`config.mk`:
```
export PLATFORM = sky130hd
export DESIGN_NAME = dmem_arbiter
export DESIGN_NICKNAME = d
export VERILOG_FILES = /design/src/rtl/dmem_arbiter.sv
export SDC_FILE = /design/constraint.sdc
export NUM_CORES = 1
export LEC_CHECK = 0
export BUFFER_PORTS_ARGS = -buffer_cell sky130_fd_sc_hd__buf_4
export CORE_AREA = 5 5 116 118
export CTS_CLUSTER_DIAMETER = 50
export DETAILED_ROUTE_END_ITERATION = 8
export DIE_AREA = 0 0 121 123
export SYNTH_ARGS = -nofsm -noshare
export SYNTH_HDL_FRONTEND = slang
export SYNTH_SLANG_ARGS = --single-unit
```
`constraint.sdc`:
```
create_clock -name clk_i -period 4.1 [get_ports clk_i]
set_input_delay 0.41 -clock clk_i [delete_from_list [all_inputs] [get_ports clk_i]]
set_output_delay 0.41 -clock clk_i [all_outputs]
set_load 0.01 [all_outputs]
```
`src/rtl/dmem_arbiter.sv`:
```
// Single-port data-memory controller for the MEM stage and an external requester.
// The CPU has priority, and a starvation counter forces the external requester to win.
module dmem_arbiter #(
  parameter int unsigned STARVE_MAX = 4
) (
  input  logic        clk_i,
  input  logic        reset_i,
  input  logic        cpu_req_i,
  input  logic [1:0]  cpu_memwrite_i,
  input  logic [31:0] cpu_addr_i,
  input  logic [31:0] cpu_wdata_i,
  output logic        cpu_stall_o,
  output logic        cpu_rvalid_o,
  output logic [31:0] cpu_rdata_o,
  input  logic        ext_req_i,
  input  logic [1:0]  ext_memwrite_i,
  input  logic [31:0] ext_addr_i,
  input  logic [31:0] ext_wdata_i,
  output logic        ext_gnt_o,
  output logic        ext_rvalid_o,
  output logic [31:0] ext_rdata_o,
  output logic        mem_en_o,
  output logic [3:0]  mem_be_o,
  output logic [29:0] mem_addr_o,
  output logic [31:0] mem_wdata_o,
  input  logic [31:0] mem_rdata_i,
  output logic        align_err_o
);

  typedef enum logic [1:0] {IDLE, CPU_RD, EXT_RD} state_e;

  localparam logic [3:0] STARVE_MAX_C = 4'(STARVE_MAX);

  state_e     state_q, state_d;
  logic [3:0] starve_cnt_q, starve_cnt_d;

  logic        ext_win, cpu_win;
  logic [1:0]  sel_mw;
  logic [31:0] sel_addr, sel_wdata;
  logic [3:0]  lane_be;
  logic [31:0] lane_wdata;
  logic        misalign;

  assign ext_win = ext_req_i && (!cpu_req_i || starve_cnt_q == STARVE_MAX_C);
  assign cpu_win = cpu_req_i && !ext_win;

  assign sel_mw    = ext_win ? ext_memwrite_i : cpu_memwrite_i;
  assign sel_addr  = ext_win ? ext_addr_i     : cpu_addr_i;
  assign sel_wdata = ext_win ? ext_wdata_i    : cpu_wdata_i;

  // Little-endian lane steering; reads are full-word and must be word aligned.
  always_comb begin
    // NOTE: every always_comb output gets a default first so no latch is inferred.
    lane_be    = 4'b0000;
    lane_wdata = 32'h0;
    misalign   = 1'b0;
    unique case (sel_mw)
      2'b00: misalign = (sel_addr[1:0] != 2'b00);
      2'b01: begin
        misalign   = (sel_addr[1:0] != 2'b00);
        lane_be    = 4'b1111;
        lane_wdata = sel_wdata;
      end
      2'b10: begin
        misalign   = sel_addr[0];
        lane_be    = sel_addr[1] ? 4'b1100 : 4'b0011;
        lane_wdata = {2{sel_wdata[15:0]}};
      end
      default: begin
        lane_be    = 4'b0001 << sel_addr[1:0];
        lane_wdata = {4{sel_wdata[7:0]}};
      end
    endcase
  end

  always_comb begin
    state_d      = state_q;
    starve_cnt_d = starve_cnt_q;
    cpu_stall_o  = 1'b0;
    cpu_rvalid_o = 1'b0;
    cpu_rdata_o  = 32'h0;
    ext_gnt_o    = 1'b0;
    ext_rvalid_o = 1'b0;
    ext_rdata_o  = 32'h0;
    mem_en_o     = 1'b0;
    mem_be_o     = 4'b0000;
    mem_addr_o   = 30'h0;
    mem_wdata_o  = 32'h0;
    align_err_o  = 1'b0;
    // Outputs stay at their reset values while reset is held.
    if (!reset_i) begin
      unique case (state_q)
        IDLE: begin
          if (ext_win || !ext_req_i) begin
            starve_cnt_d = 4'd0;
          end else if (cpu_win && starve_cnt_q != STARVE_MAX_C) begin
            starve_cnt_d = starve_cnt_q + 4'd1;
          end
          if (ext_win || cpu_win) begin
            ext_gnt_o   = ext_win;
            cpu_stall_o = ext_win && cpu_req_i;
            mem_addr_o  = sel_addr[31:2];
            if (misalign) begin
              align_err_o = 1'b1;
            end else begin
              mem_en_o    = 1'b1;
              mem_be_o    = lane_be;
              mem_wdata_o = lane_wdata;
              if (sel_mw == 2'b00) begin
                state_d = ext_win ? EXT_RD : CPU_RD;
                if (cpu_win) cpu_stall_o = 1'b1;
              end
            end
          end
        end
        CPU_RD: begin
          cpu_rvalid_o = 1'b1;
          cpu_rdata_o  = mem_rdata_i;
          state_d      = IDLE;
        end
        EXT_RD: begin
          ext_rvalid_o = 1'b1;
          ext_rdata_o  = mem_rdata_i;
          cpu_stall_o  = cpu_req_i;
          state_d      = IDLE;
        end
        default: state_d = IDLE;
      endcase
    end
  end

  always_ff @(posedge clk_i) begin
    // NOTE: state registers use non-blocking assignments so all flops update together.
    if (reset_i) begin
      state_q      <= IDLE;
      starve_cnt_q <= 4'd0;
    end else begin
      state_q      <= state_d;
      starve_cnt_q <= starve_cnt_d;
    end
  end

endmodule

```
==> impl_metrics.csv, run 1 <==
group,metric,value,unit
outcome,status,"finished, final reports clean",
placed_design,dpl_cell_area,4960,sq um
floorplanning,core,12400,sq um
final_layout,area_growth,94.2,%
critical_path,crit_type,"reg -> out",
sta,rsz0062_at_grt,"no",
synthesis,syn_area_per_cell,6.07,sq um
critical_path,cp_cell_sequence,"inv_1 -> ha_1 -> and4b_2 -> nor2_4 -> buf_4 -> nand2_1 -> a21oi_1 -> buf_4",
placed_design,place_congestion,0.933,
synthesis,yosys_warnings,0,
power,pwr-share-clk,0.255,
routing,met1_length,5360,um
synthesis,syn_inst,427,
routing,met2_wirelength,7540,um
cts,clockRootBuffer,"clkbuf_16",
synthesis,synth_top_area_frac,0.171,
critical_path,r2r-end,"state_q[1]$_SDFFE_PP0P_",
floorplanning,die_area,14900,sq um
cts,numCtsBuffers,3,
power,power_frac_comb,0.647,
synthesis,synth-edff-count,0,
cts,cts_tree,"built",
critical_path,cpPeakStageDelay,0.48,ns
sta,setup_viol,0,
routing,wl_met3,1460,um
synthesis,synth_seq_cells,6,
sta,post-route-period-util,0.720,
critical_path,worst_setup_path_start_kind,"register",
sta,max-slew-margin-rel,0.304,
critical_path,reg2reg_from,"starve_cnt_q[0]$_SDFFE_PP0P_",
floorplanning,ios,304,
global_route,track_usage,0.177,
critical_path,crit_top_cell,"buf_4",
hold_path,hold_depth,2,
critical_path,regToRegSetupSlack,2.07,ns
synthesis,synth_cell_type_count,53,
cts,cts_buffer_depth,2,
critical_path,worstPathRequired,3.69,ns
critical_path,cp_max_fo,30,
synthesis,async_flop_share,0,
routing,highest_layer,"met4",
sta,clock_skew,0.00259,ns
floorplanning,die-height,123,um
routing,via_per_inst,4.84,
power,seqPwrFrac,0.099,
sta,max_freq,0.339,GHz
floorplanning,rows,41,
final_layout,mostFrequentLayoutCell,"buf_4",
sta,finalSetupTns,0,ns
global_route,grt_pass1_vias,4218,
routing,dr.pass1.iters,4,
sta,slew_viol_final,0,
critical_path,crit_slowest_cell,"nor2_4",
synthesis,synth_top_flop_cell,"dfxtp_1",
sta,tightest_slew,1.04,ns
synthesis,synthesis.nets,597,
critical_path,cp.arrival,2.54,ns
power,vdd_drop_max,0.0000890,V
critical_path,reg2reg_depth,6,
final_layout,layout_common_cells,"309 x buf_4, 74 x nand2_1, 71 x and2_1",
cts,clk_latency,0.23,ns
global_route,grt_overflow,0,
routing,finalWirelength,14700,um
global_route,antenna_found_initial,0,
routing,drc,0,
cts,postCtsHoldBufs,0,
job,maxCapViolCount,0,
critical_path,cp-end-kind,"output pin",
sta,period_needed,2.95,ns
final_layout,nNetsFinal,871,
power,sw_frac_of_total,0.358,
global_route,grt_pass1_wl,21500,um
power,switchingPower,0.219,mW
synthesis,yosys-top-cells-area,"and2_1 17%, a21oi_1 12%, nand2_1 11%",
cts,clkTransAtPathRegs,0.03,ns
cts,post_cts_buffers,0,
power,cellLeakagePower,2.58,nW
cts,cts.sinks,6,
final_layout,num-fill-cells,1292,
final_layout,fin_area,5030,sq um
hold_path,min_from,"starve_cnt_q[1]$_SDFFE_PP0P_",
hold_path,hold_class,"reg -> reg",
synthesis,synth_area,2590,sq um
final_layout,drive_gt1_frac,0.469,
floorplanning,die_width,121,um
cts,cts_resized,0,
routing,first_iter_violations,281,
placed_design,io_buffers,303,
routing,wire_per_inst,16.8,um
routing,vias,4214,
routing,ant_nets,0,
synthesis,yosysTopAreaCell,"and2_1",
cts,h-tree-depth,1,
hold_path,min_to,"starve_cnt_q[1]$_SDFFE_PP0P_",
sta,hold_violations,0,
global_route,grt_max_degree,39,
synthesis,ys_seq_area_frac,0.0463,
power,power_density,122,nW/um^2
floorplanning,start_util,0.210,
power,p_int,0.394,mW
placed_design,dp_hpwl,12000,um
final_layout,diodes,0,
[sequential cells by signal, summed over array words and instances, names as in the netlist]
name	count
starve_cnt_q	4
state_q	2
[per-stage QoR]
step / total power [mW] / cells / util / hold WS (ns) / setup slack [ns]
2_1_floorplan: 0.234 / 427 / - / 0.484 / 1.99
3_3_place_gp: 0.451 / 868 / 0.401 / 0.504 / 1.33
3_5_place_dp: 0.457 / 868 / 0.401 / 0.506 / 1.26
4_1_cts: 0.618 / 871 / 0.407 / 0.511 / 1.12
5_1_grt: 0.656 / 871 / 0.407 / 0.555 / 0.954
6_report: 0.613 / 871 / 0.407 / 0.510 / 1.15
[power groups by stage]
stage	sequential [mW]	clock, mW	combinational (mW)
finish	0.0604	0.156	0.396
global route	0.0605	0.166	0.430
CTS	0.0604	0.160	0.398
detailed placement	0.0613	0	0.396
global placement	0.0612	0	0.390
floorplan	0.0611	0	0.173
[routing by layer]
metal	GRT usage	up-vias
met2	0.342	234
li1	-	2041
met4	0.0489	0
met5	0	-
met1	0.191	1917
met3	0.0435	22
[cells in the mapped netlist (3+ instances only)]
cell / number
buf_2: 12
buf_4: 3
dfxtp_1: 6
a221oi_1: 11
a21oi_1: 61
inv_1: 4
nand2b_1: 3
nor3_1: 5
nor2_1: 19
clkbuf_1: 21
and2_1: 71
a22o_1: 10
mux2i_1: 8
o21ai_0: 17
nor2b_1: 20
and3_1: 15
mux2_2: 3
nand2_1: 74
o31a_1: 14
a211oi_1: 7
[worst max-delay path: cells and delay by family, from the launching register on]
family / cells / cell delay [ns]
and+or+nand+nor: 3 / 0.86
buffers and inverters: 3 / 0.64
AOI/OAI and AO/OA: 1 / 0.20
DFF: 1 / 0.37
adders and majority gates: 1 / 0.21
[kinds of logic (layout without fill, tap and decap cells)]
logic type               after synthesis  after routing  share of synthesized area
AO/OA/AOI/OAI                        135            135                      0.341
XOR/XNOR                               3              3                     0.0101
adder cells (fa/ha/maj)                2              2                    0.00965
buffers and inverters                 46            318                     0.0907
flip-flops                             6              6                     0.0463
multiplexers                          11             11                     0.0439
AND/OR/NAND/NOR                      224            224                      0.458
[area by class of cell]
class | count | area, sq um | area share
Clock buffer | 3 | 75.1 | 0.0149
Timing Repair Buffer | 309 | 2320 | 0.461
Tap cell | 172 | 215 | 0.0427
Multi-Input combinational cell | 375 | 2270 | 0.451
Inverter | 6 | 35.0 | 0.00696
Sequential cell | 6 | 120 | 0.0239
[how the worst max path moves through the flow]
stage                                 start               to  slack, ns  cells after the start
2_1_floorplan  starve_cnt_q[0]$_SDFFE_PP0P_  mem_wdata_o[16]       1.99                      7
3_3_place_gp                      ext_req_i  mem_wdata_o[30]       1.33                      6
3_5_place_dp                      ext_req_i  mem_wdata_o[30]       1.26                      6
4_1_cts        starve_cnt_q[0]$_SDFFE_PP0P_    mem_addr_o[1]       1.12                      8
5_1_grt        starve_cnt_q[0]$_SDFFE_PP0P_   mem_addr_o[29]       0.95                      8
6_report       starve_cnt_q[0]$_SDFFE_PP0P_   mem_addr_o[18]       1.15                      8
Power figures use the tool's default switching activity.
==> inputs of run 2 (changes only) <==
clock period = 2.9 ns   (was 4.1 ns; I/O delays follow)
==> impl_metrics.csv, run 2 (synthesis results as in run 1) <==
group,metric,value,unit
critical_path,reg2reg_from,"starve_cnt_q[0]$_SDFFE_PP0P_",
critical_path,reg2reg_depth,6,
routing,met1_length,5340,um
cts,numCtsBuffers,3,
final_layout,largest_register_ffs,4,
cts,h-tree-depth,1,
power,power_density,173,nW/um^2
final_layout,fin_area,5070,sq um
final_layout,top_register,"starve_cnt_q",
sta,setup_viol,0,
final_layout,seq_area,120,sq um
power,power_frac_comb,0.646,
global_route,grt_overflow,0,
power,switchingPower,0.317,mW
global_route,grt_max_degree,47,
final_layout,fin_util,0.410,
final_layout,nNetsFinal,876,
critical_path,worstPathRequired,2.61,ns
global_route,grt_pass1_wl,22300,um
power,cellLeakagePower,2.60,nW
power,seqPwrFrac,0.098,
cts,cts.sinks,6,
global_route,grt_pass1_vias,4349,
routing,wire_per_inst,17.2,um
final_layout,layout_common_cells,"314 x buf_4, 74 x nand2_1, 71 x and2_1",
placed_design,dpl_cell_area,5000,sq um
floorplanning,start_util,0.210,
final_layout,drive_gt1_frac,0.473,
floorplanning,die-height,123,um
power,pwr-share-clk,0.257,
sta,clock_skew,0.000799,ns
sta,hold_violations,0,
sta,hold_ws,0.430,ns
cts,cts_resized,0,
cts,cts_buffer_depth,2,
critical_path,worst_setup_path_start_kind,"register",
routing,wl_met3,1620,um
floorplanning,die_width,121,um
critical_path,crit_end,"mem_wdata_o[21]",
cts,cts_tree,"built",
critical_path,cp_max_fo,20,
power,vdd_drop_max,0.000139,V
critical_path,cp_cell_sequence,"inv_1 -> ha_1 -> nand4b_1 -> o21ai_4 -> a211o_1 -> a211oi_1 -> buf_4",
floorplanning,rows,41,
placed_design,dp_hpwl,12400,um
floorplanning,ios,304,
placed_design,place_congestion,0.943,
placed_design,dp.cells,873,
sta,rsz0062_at_grt,"no",
sta,period_needed,2.69,ns
final_layout,mostFrequentLayoutCell,"buf_4",
routing,via_per_inst,4.87,
critical_path,cp.arrival,2.40,ns
final_layout,diodes,0,
final_layout,largest_registers,"starve_cnt_q (4), state_q (2)",
cts,clkTransAtPathRegs,0.03,ns
critical_path,crit_start,"starve_cnt_q[0]$_SDFFE_PP0P_",
global_route,track_usage,0.186,
routing,first_iter_violations,291,
sta,slew_viol_final,0,
routing,dr.pass1.iters,6,
critical_path,regToRegSetupSlack,1.08,ns
routing,ant_nets,0,
routing,finalWirelength,15100,um
sta,max-slew-margin-rel,0.512,
critical_path,cp.depth,7,
cts,postCtsHoldBufs,0,
cts,post_cts_buffers,0,
hold_path,hold_class,"in -> reg",
sta,tightest_slew,0.730,ns
sta,fin_ws,0.208,ns
global_route,antenna_found_initial,0,
cts,clk_latency,0.23,ns
final_layout,area_growth,95.7,%
hold_path,min_from,"cpu_req_i",
power,p_total,0.879,mW
power,p_int,0.562,mW
final_layout,final_cells,876,
floorplanning,die_area,14900,sq um
critical_path,cpPeakStageDelay,0.50,ns
critical_path,crit_slowest_cell,"a211o_1",
job,maxCapViolCount,0,
critical_path,crit_type,"reg -> out",
final_layout,multi_input_area,2270,sq um
cts,clockRootBuffer,"clkbuf_16",
critical_path,critPathTopFamily,"compound AO/OA/AOI/OAI gates",
critical_path,cp-end-kind,"output pin",
placed_design,io_buffers,303,
outcome,status,"finished, final reports clean",
sta,post-route-period-util,0.928,
final_layout,num-fill-cells,1249,
routing,met2_wirelength,7720,um
floorplanning,core,12400,sq um
routing,vias,4267,
sta,finalSetupTns,0,ns
placed_design,dp_slack,0.464,ns
sta,max_freq,0.372,GHz
critical_path,r2r-end,"state_q[1]$_SDFFE_PP0P_",
critical_path,critPathBufInv,2,
routing,drc,0,
power,sw_frac_of_total,0.361,
routing,highest_layer,"met4",
==> run 2: how the worst min path moves through the flow <==
stage                              endpoint  slack [ns]  cells after the start
2_1_floorplan       state_q[0]$_SDFFE_PP0P_        0.45                      2
3_3_place_gp   starve_cnt_q[1]$_SDFFE_PP0P_        0.50                      2
3_5_place_dp   starve_cnt_q[1]$_SDFFE_PP0P_        0.53                      2
4_1_cts             state_q[0]$_SDFFE_PP0P_        0.43                      3
5_1_grt             state_q[0]$_SDFFE_PP0P_        0.44                      3
6_report            state_q[0]$_SDFFE_PP0P_        0.43                      3
==> run 2: power by group through the flow <==
stage / Clock (mW) / Sequential, mW / Combinational [mW]
2_1_floorplan: 0 / 0.0863 / 0.245
3_3_place_gp: 0 / 0.0866 / 0.560
3_5_place_dp: 0 / 0.0868 / 0.567
4_1_cts: 0.230 / 0.0856 / 0.570
5_1_grt: 0.234 / 0.0858 / 0.616
6_report: 0.225 / 0.0857 / 0.568
==> run 2: final cells by class <==
class / count / area share
well taps: 172 / 0.0424
repair buffers: 314 / 0.465
flip-flops and latches: 6 / 0.0237
clock buffers: 3 / 0.0148
multi-input cells: 375 / 0.447
inverters: 6 / 0.00691
==> run 2: worst min-delay path, cell delays in order <==
cell and delay (ns):
buf_4 0.14, nand3_1 0.12, nor2b_1 0.06
==> run 2: layer usage <==
metal	global-route usage	up-vias
met2	0.352	257
li1	-	2050
met1	0.201	1935
met4	0.0581	0
met5	0	-
met3	0.0503	25
==> inputs of run 3 (changes only) <==
BUFFER_PORTS_ARGS = -buffer_cell sky130_fd_sc_hd__buf_2   (was -buffer_cell sky130_fd_sc_hd__buf_4)
clock period = 2.2 ns   (was 2.9 ns; I/O delays follow)
==> impl_metrics.csv, run 3 (synthesis results as in run 1) <==
group,metric,value,unit
outcome,status,"finished, final reports clean",
critical_path,cp.arrival,1.96,ns
sta,hold_violations,0,
final_layout,fin_util,0.377,
routing,wire_per_inst,15.9,um
routing,first_iter_violations,294,
critical_path,worst_setup_path_start_kind,"register",
final_layout,layout_common_cells,"303 x buf_2, 74 x nand2_1, 71 x and2_1",
global_route,grt_max_degree,65,
global_route,grt_pass1_wl,20000,um
placed_design,dp.cells,881,
routing,dr.pass1.iters,5,
routing,finalWirelength,14300,um
cts,h-tree-depth,1,
cts,cts_buffer_depth,2,
critical_path,cp-end-kind,"output pin",
final_layout,drive_gt1_frac,0.504,
sta,max_freq,0.460,GHz
routing,drc,0,
global_route,track_usage,0.164,
final_layout,largest_registers,"starve_cnt_q (4), state_q (2)",
routing,vias,4327,
global_route,antenna_found_initial,1,
cts,numCtsBuffers,3,
sta,clock_skew,0.00177,ns
routing,ant_nets,0,
cts,postCtsHoldBufs,0,
cts,clkTransAtPathRegs,0.03,ns
cts,cts.sinks,6,
cts,clk_latency,0.22,ns
cts,clockRootBuffer,"clkbuf_16",
sta,post-route-period-util,0.989,
floorplanning,core,12400,sq um
routing,via_per_inst,4.83,
critical_path,crit_type,"reg -> out",
sta,tightest_slew,0.419,ns
floorplanning,ios,304,
sta,slew_viol_final,0,
cts,cts_tree,"built",
hold_path,hold_class,"in -> reg",
final_layout,mostFrequentLayoutCell,"buf_2",
critical_path,cp_max_fo,8,
floorplanning,die_width,121,um
sta,rsz0062_at_grt,"yes",
power,vdd_drop_max,0.000252,V
floorplanning,start_util,0.210,
global_route,grt_pass1_vias,4059,
sta,setup_viol,0,
global_route,grt_overflow,0,
power,cellLeakagePower,2.62,nW
final_layout,largest_register_ffs,4,
placed_design,place_congestion,0.863,
final_layout,final_cells,896,
floorplanning,die_area,14900,sq um
final_layout,nNetsFinal,896,
placed_design,dp_hpwl,11100,um
floorplanning,rows,41,
power,power_density,233,nW/um^2
placed_design,io_buffers,303,
final_layout,top_register,"starve_cnt_q",
final_layout,diodes,0,
job,maxCapViolCount,0,
final_layout,area_growth,80.0,%
critical_path,worstPathRequired,1.98,ns
sta,max-slew-margin-rel,0.717,
sta,period_needed,2.18,ns
sta,finalSetupTns,0,ns
floorplanning,die-height,123,um
[run 3: per-stage QoR]
stage,instance area [sq um],hold slack [ns],setup slack [ns],power (mW)
after global placement,4340,0.501,0.187,0.747
after floorplan,2590,0.376,0.281,0.437
after global routing,4670,0.402,-0.0141,1.16
after detailed placement,4340,0.519,0.128,0.748
final,4670,0.370,0.0249,1.09
after CTS,4510,0.379,0.000586,1.06
[run 3: path summary, 6_finish.rpt]
path,from,endpoint,slack (ns),cells after the start
setup / recovery,starve_cnt_q[0]$_SDFFE_PP0P_,mem_wdata_o[6],0.02,10
hold reg to reg,starve_cnt_q[3]$_SDFFE_PP0P_,starve_cnt_q[3]$_SDFFE_PP0P_,0.58,2
setup reg to reg,starve_cnt_q[0]$_SDFFE_PP0P_,state_q[1]$_SDFFE_PP0P_,0.64,8
hold / removal,cpu_req_i,state_q[0]$_SDFFE_PP0P_,0.37,3
[run 3: metal layers]
layer  vias to the layer above  wire length, um  track usage
met5                         -               18            0
li1                       2092                -            -
met4                         2              235       0.0333
met2                       254             6880        0.303
met3                        20             1620       0.0489
met1                      1959             5510        0.188
[run 3: area by class of cell]
cell class	count	area, sq um
Fill cell	1368	7700
Inverter	6	35.0
Sequential cell	6	123
Multi-Input combinational cell	375	2320
Timing Repair Buffer	334	1900
Clock buffer	3	75.1
Tap cell	172	215
[run 3: power breakdown]
group | internal [mW] | leakage [nW] | switching, mW
logic | 0.329 | 2.54 | 0.363
clock network | 0.232 | 0.0370 | 0.0526
registers | 0.111 | 0.0494 | 0.00137
total | 0.672 | 2.62 | 0.417
[run 3: critical path, cell delays in order, from the launching register on]
cell and delay (ns):
dfxtp_2 0.32, inv_2 0.06, ha_4 0.13, and4b_2 0.29
nor2_4 0.05, buf_12 0.14, buf_6 0.11, a211oi_4 0.19
buf_12 0.16, a22o_1 0.14, buf_2 0.14
[run 3: repair_timing]
action                     4_1_cts  5_1_grt
gates cloned                     1        3
setup endpoints to repair       51       62
gates resized for setup          4       13
setup buffers                    5        4
pin swaps                        3        4
